`config.mk`:
```
export PLATFORM = sky130hd
export DESIGN_NAME = cache_mem_arbiter
export DESIGN_NICKNAME = d
export VERILOG_FILES = /design/src/rtl/otter_mem_pkg.sv /design/src/rtl/burst_counter.sv /design/src/rtl/cache_mem_arbiter.sv
export SDC_FILE = /design/constraint.sdc
export NUM_CORES = 1
export LEC_CHECK = 0
export ABC_AREA = 1
export CAP_MARGIN = 25
export CORE_AREA = 2 2 108 110
export DETAILED_ROUTE_END_ITERATION = 12
export DIE_AREA = 0 0 110 112
export GPL_TIMING_DRIVEN = 0
export PLACE_DENSITY = 0.7
export RECOVER_POWER = 25
export SYNTH_ARGS = -nofsm -noshare
export SYNTH_HDL_FRONTEND = slang
export SYNTH_SLANG_ARGS = --single-unit
```
`constraint.sdc`:
```
create_clock -name CLK -period 1.65 [get_ports CLK]
set_input_delay 0.33 -clock CLK [delete_from_list [all_inputs] [get_ports CLK]]
set_output_delay 0.33 -clock CLK [all_outputs]
set_load 0.02 [all_outputs]
```
`src/rtl/otter_mem_pkg.sv`:
```
// Shared types and constants for the cache-to-memory arbiter.
package otter_mem_pkg;

   typedef enum logic [1:0] {
      IDLE    = 2'd0,
      IC_FILL = 2'd1,
      DC_FILL = 2'd2,
      DC_WB   = 2'd3
   } arb_state_t;

   typedef enum logic {
      REQ_IC = 1'b0,
      REQ_DC = 1'b1
   } requester_t;

   localparam int unsigned MEM_WORD_BYTES = 4;

   // Mask that clears the in-line byte offset for a line of the given word count.
   function automatic logic [31:0] line_mask(input int unsigned words);
      return ~(32'(words * MEM_WORD_BYTES) - 32'd1);
   endfunction

endpackage

```
`src/rtl/burst_counter.sv`:
```
// Beat index counter for a memory burst; flags the final beat of a runtime-selected length.
module burst_counter (
   input  logic       CLK,
   input  logic       RST,
   input  logic       clr,
   input  logic       inc,
   input  logic [3:0] last_idx,
   output logic [3:0] idx,
   output logic       last
);

   // Beat index: cleared while idle, advanced on each accepted beat.
   always_ff @(posedge CLK) begin
      if (RST)
         idx <= 4'd0;
      else if (clr)
         idx <= 4'd0;
      else if (inc)
         idx <= idx + 4'd1;
   end

   assign last = (idx == last_idx);

endmodule

```
`src/rtl/cache_mem_arbiter.sv`:
```
// Arbitrates the icache fill path and the dcache fill/write-back path onto one
// word-wide memory port and sequences each line as a burst of single-word beats.
// Optional macro ARB_ROUND_ROBIN_EN: alternate ownership on contention instead
// of fixed data-cache priority.
module cache_mem_arbiter
   import otter_mem_pkg::*;
#(
   parameter int unsigned IC_WORDS = 8,
   parameter int unsigned DC_WORDS = 4
) (
   input  logic        CLK,
   input  logic        RST,
   input  logic        ic_req,
   input  logic [31:0] ic_addr,
   output logic [31:0] ic_rdata,
   output logic        ic_rvalid,
   output logic [3:0]  ic_idx,
   output logic        ic_done,
   input  logic        dc_req,
   input  logic        dc_we,
   input  logic [31:0] dc_addr,
   input  logic [31:0] dc_wdata,
   output logic [31:0] dc_rdata,
   output logic        dc_rvalid,
   output logic [3:0]  dc_idx,
   output logic        dc_done,
   output logic        mem_req,
   output logic        mem_we,
   output logic [31:0] mem_addr,
   output logic [31:0] mem_wdata,
   input  logic [31:0] mem_rdata,
   input  logic        mem_ack
);

   localparam logic [31:0] IC_MASK = line_mask(IC_WORDS);
   localparam logic [31:0] DC_MASK = line_mask(DC_WORDS);
   localparam logic [3:0]  IC_LAST = 4'(IC_WORDS - 1);
   localparam logic [3:0]  DC_LAST = 4'(DC_WORDS - 1);

   arb_state_t  state;
   logic [31:0] base;
   logic [3:0]  idx;
   logic [3:0]  last_idx;
   logic        last;
   logic        active;
   logic        ic_own;
   logic        dc_own;
   logic        beat_ack;
   logic        burst_done;
   logic        dc_wins;

   assign active     = (state != IDLE);
   assign ic_own     = (state == IC_FILL);
   assign dc_own     = (state == DC_FILL) || (state == DC_WB);
   assign beat_ack   = active & mem_ack;
   assign burst_done = beat_ack & last;
   assign last_idx   = ic_own ? IC_LAST : DC_LAST;

   burst_counter u_cnt (
      .CLK      (CLK),
      .RST      (RST),
      .clr      (~active),
      .inc      (beat_ack),
      .last_idx (last_idx),
      .idx      (idx),
      .last     (last)
   );

`ifdef ARB_ROUND_ROBIN_EN
   requester_t last_owner;

   // Remember who was served last so a tie goes to the other requester.
   always_ff @(posedge CLK) begin
      if (RST)
         last_owner <= REQ_DC;
      else if (ic_done)
         last_owner <= REQ_IC;
      else if (dc_done)
         last_owner <= REQ_DC;
   end

   assign dc_wins = dc_req & (~ic_req | (last_owner == REQ_IC));
`else
   assign dc_wins = dc_req;
`endif

   // Arbitration and burst sequencing; the line base is latched at grant.
   always_ff @(posedge CLK) begin
      if (RST) begin
         state <= IDLE;
         base  <= 32'd0;
      end else begin
         case (state)
            IDLE: begin
               if (dc_wins) begin
                  base  <= dc_addr & DC_MASK;
                  state <= dc_we ? DC_WB : DC_FILL;
               end else if (ic_req) begin
                  base  <= ic_addr & IC_MASK;
                  state <= IC_FILL;
               end
            end
            default: begin
               if (burst_done)
                  state <= IDLE;
            end
         endcase
      end
   end

   // Memory side: beat address stays inside the line since idx never exceeds WORDS-1.
   assign mem_req   = active;
   assign mem_we    = (state == DC_WB);
   assign mem_addr  = active ? (base | (32'(idx) << 2)) : 32'd0;
   assign mem_wdata = active ? dc_wdata : 32'd0;

   // Requester side: read data and completion are returned in the ack cycle.
   assign ic_rvalid = ic_own & mem_ack;
   assign ic_rdata  = ic_rvalid ? mem_rdata : 32'd0;
   assign ic_idx    = ic_own ? idx : 4'd0;
   assign ic_done   = ic_own & burst_done;

   assign dc_rvalid = (state == DC_FILL) & mem_ack;
   assign dc_rdata  = dc_rvalid ? mem_rdata : 32'd0;
   assign dc_idx    = dc_own ? idx : 4'd0;
   assign dc_done   = dc_own & burst_done;

endmodule

```
==> impl_metrics.json, run 1 <==
{
  "ios": 276,
  "synth_ff_type": "dfxtp_1",
  "post-route-period-util_pct": 114.1,
  "cts.sinks": 34,
  "cp_slowest_cell": "dfxtp_2",
  "seq_area_frac_synth_pct": 24.98,
  "tns_ns": -21.69,
  "synth_edf_count": 0,
  "cts.path.max_buffers": 2,
  "post-place-ws_ns": -0.9380,
  "grt_pass1_wl_mm": 18.24,
  "min_path_type": "reg2reg",
  "num_rows": 39,
  "clkLatencyLatePin_ns": 0.28,
  "path_class": "reg2out",
  "critical_path_required_ns": 1.32,
  "layout_common_cells": "inv_1, clkdlybuf4s50_1, buf_6",
  "slew_violations": 0,
  "path_max_fanout": 8,
  "rsz0062_at_grt": "yes",
  "nets": 915,
  "final.min_clock_period_ns": 1.883,
  "dr.pass1.iters": 4,
  "end_kind": "output port",
  "multi_input_area_mm2": 0.001753,
  "layout_commonest_cell": "inv_1",
  "cts_tree": "done",
  "yosysWarnings": 0,
  "max_freq_ghz": 0.5311,
  "start_util_pct": 24.39,
  "peakVddDrop_mv": 0.4471,
  "setup_viol": 129,
  "grt_pass1_vias": 3615,
  "drive_gt1_share_pct": 38.25,
  "pwr-share-clk_pct": 18.4,
  "dpl.hpwl_mm": 10.10,
  "netlist_area_mm2": 0.002725,
  "p_leak_nw": 3.235,
  "internal_power_w": 0.002938,
  "power_frac_comb_pct": 61.0,
  "finalHoldViolations": 0,
  "gr-total-overflow": 0,
  "drtAntennaViolNets": 0,
  "power_frac_seq_pct": 20.6,
  "worstPathCellList": "buf_6 -> nor2_4 -> buf_12 -> buf_12 -> clkbuf_16 -> nor2_2 -> buf_6",
  "ys_ff_latch": 34,
  "outcome": "finished, violations left",
  "gp_congestion": 0.9032,
  "chipHeight_um": 112,
  "portBuffers": 264,
  "syn_inst": 483,
  "via_per_inst": 4.289,
  "drc": 0,
  "arrival_ns": 1.55,
  "synth-async-reset-ratio_pct": 0,
  "grt_max_degree": 11,
  "synth_largest_area_cell": "dfxtp_1",
  "worst_slack_ns": -0.2329,
  "start_kind": "register",
  "wirelength_mm": 13.21,
  "ff_latch_area_um2": 686.9,
  "crit_path_max_incr_delay_ns": 0.32,
  "power.switching_w": 0.001883,
  "crit_buf_inv": 5,
  "clk_pin_slew_ns": 0.05,
  "htreeDepth": 2,
  "cts_inserted_buffers": 5,
  "core_mm2": 0.01117,
  "synth.avg_cell_area_um2": 5.642,
  "die_w_um": 110,
  "violations": "setup timing",
  "yosys.cell_types.count": 24,
  "n_fill_cell": 1016,
  "synth_top_area_share_pct": 24.98,
  "antenna_found_initial": 4,
  "skew_ns": 0.003600,
  "crit_start": "state[1]",
  "p_sw_share_pct": 39.06,
  "grt_util_all_layers_pct": 18.86,
  "hp-start": "base[6]",
  "post_drt_wl_per_cell_um": 14.27,
  "power_density_mw_per_mm2": 734.4,
  "rr_startpoint": "state[1]",
  "die_area_mm2": 0.01232,
  "num_vias": 3972,
  "ys_top_cells_by_area": "dfxtp_1, inv_1, nor2_1",
  "drt_iter0_drc": 131,
  "drv_cap": 0,
  "root_buffer": "clkbuf_16",
  "area_growth_pct": 140.9,
  "critPathTopFamily": "buffers and inverters"
}
[layer usage]
layer | GRT usage (%) | part of all wire, %
met3 | 4.742 | 8.1
met2 | 36.20 | 54
met1 | 19.10 | 35
met4 | 6.667 | 2.9
met5 | 0 | 0
[worst paths after layout]
check | end | slack (ns) | cells past startpoint
worst min register to register | base[6] | 0.45 | 2
worst max-delay path | mem_wdata[23] | -0.23 | 7
worst max register to register | state[0] | 0.15 | 8
worst min-delay path | base[6] | 0.45 | 2
[cell usage after synthesis (2+ instances only)]
master    instances
o21ai_0          53
ha_1              2
clkbuf_2          3
nor3_1            2
inv_1           131
buf_1             2
clkbuf_1          3
nand3_1           4
dfxtp_1          34
nor2_4            3
buf_4             5
nor2_2           30
nor2_1          105
buf_2             8
a21oi_1          35
buf_6            10
nand2_1          43
inv_2             4
[worst register-to-register path, delay by kind of cell (launching register included)]
| kind | cells | cell delay, ns |
|---|---|---|
| adders and majority gates | 1 | 0.23 |
| and+or+nand+nor | 4 | 0.41 |
| buffers and inverters | 2 | 0.29 |
| AOI/OAI and AO/OA | 1 | 0.14 |
| DFF | 1 | 0.32 |
[sequential cells by signal, indices dropped and copies added, names as in the netlist]
register / count
base: 28
state: 2
u_cnt.idx: 4
[layout make-up]
class,instances,area share (%)
plain buffers,31,5.489
multi-input cells,284,26.70
well taps,143,2.725
clock buffers,5,1.906
inverters,135,7.833
diodes,4,0.1525
clock inverters,2,0.1525
flip-flops and latches,34,10.46
repair buffers,288,44.58
[power by group through the flow]
stage	Clock (W)	Combinational, W	Sequential (W)
3_5_place_dp	0	0.00221	0.00101
2_1_floorplan	0	0.00114	0.000998
6_report	0.000889	0.00294	0.000991
5_1_grt	0.000936	0.00313	0.000999
3_3_place_gp	0	0.00218	0.00100
4_1_cts	0.000901	0.00225	0.000992
[repair_timing]
action                     4_1_cts  5_1_grt
hold buffers                     0        0
buffers inserted                 7       11
hold endpoints to repair         0        0
setup endpoints to repair      140      148
cloned                           1        5
resized for setup              618      268
pin swaps                        7        4
[cell families (layout without fill, tap and decap cells)]
| logic type | after synthesis | after routing | synth area share [%] |
|---|---|---|---|
| flops | 34 | 34 | 24.98 |
| buf+inv | 166 | 461 | 26.81 |
| simple gates | 189 | 189 | 30.21 |
| other cells | 1 | 6 | 0.1376 |
| fa+ha+maj | 2 | 2 | 0.9181 |
| compound gates | 91 | 91 | 16.94 |
[per-stage QoR]
| step | instances | util [%] | instance area [um^2] | hold slack [ns] | power, W |
|---|---|---|---|---|---|
| CTS | 906 | 51.33 | 5736 | 0.4518 | 0.004142 |
| finish | 926 | 58.75 | 6565 | 0.4513 | 0.004822 |
| global placement | 891 | 49.73 | 5557 | 0.4386 | 0.003186 |
| detailed placement | 891 | 49.73 | 5557 | 0.4434 | 0.003219 |
| global route | 926 | 58.75 | 6565 | 0.4716 | 0.005069 |
| floorplan | 484 | - | 2735 | 0.3991 | 0.002141 |
Power figures use the tool's default switching activity.
==> inputs of run 2 (changes only) <==
--- a/config.mk
+++ b/config.mk
@@ -13,6 +13,7 @@
 export GPL_TIMING_DRIVEN = 0
 export PLACE_DENSITY = 0.7
 export RECOVER_POWER = 25
+export SLEW_MARGIN = 10
 export SYNTH_ARGS = -nofsm -noshare
 export SYNTH_HDL_FRONTEND = slang
 export SYNTH_SLANG_ARGS = --single-unit
==> results of run 2 <==
The final DEF is identical to that of run 1; final timing and power are the same.
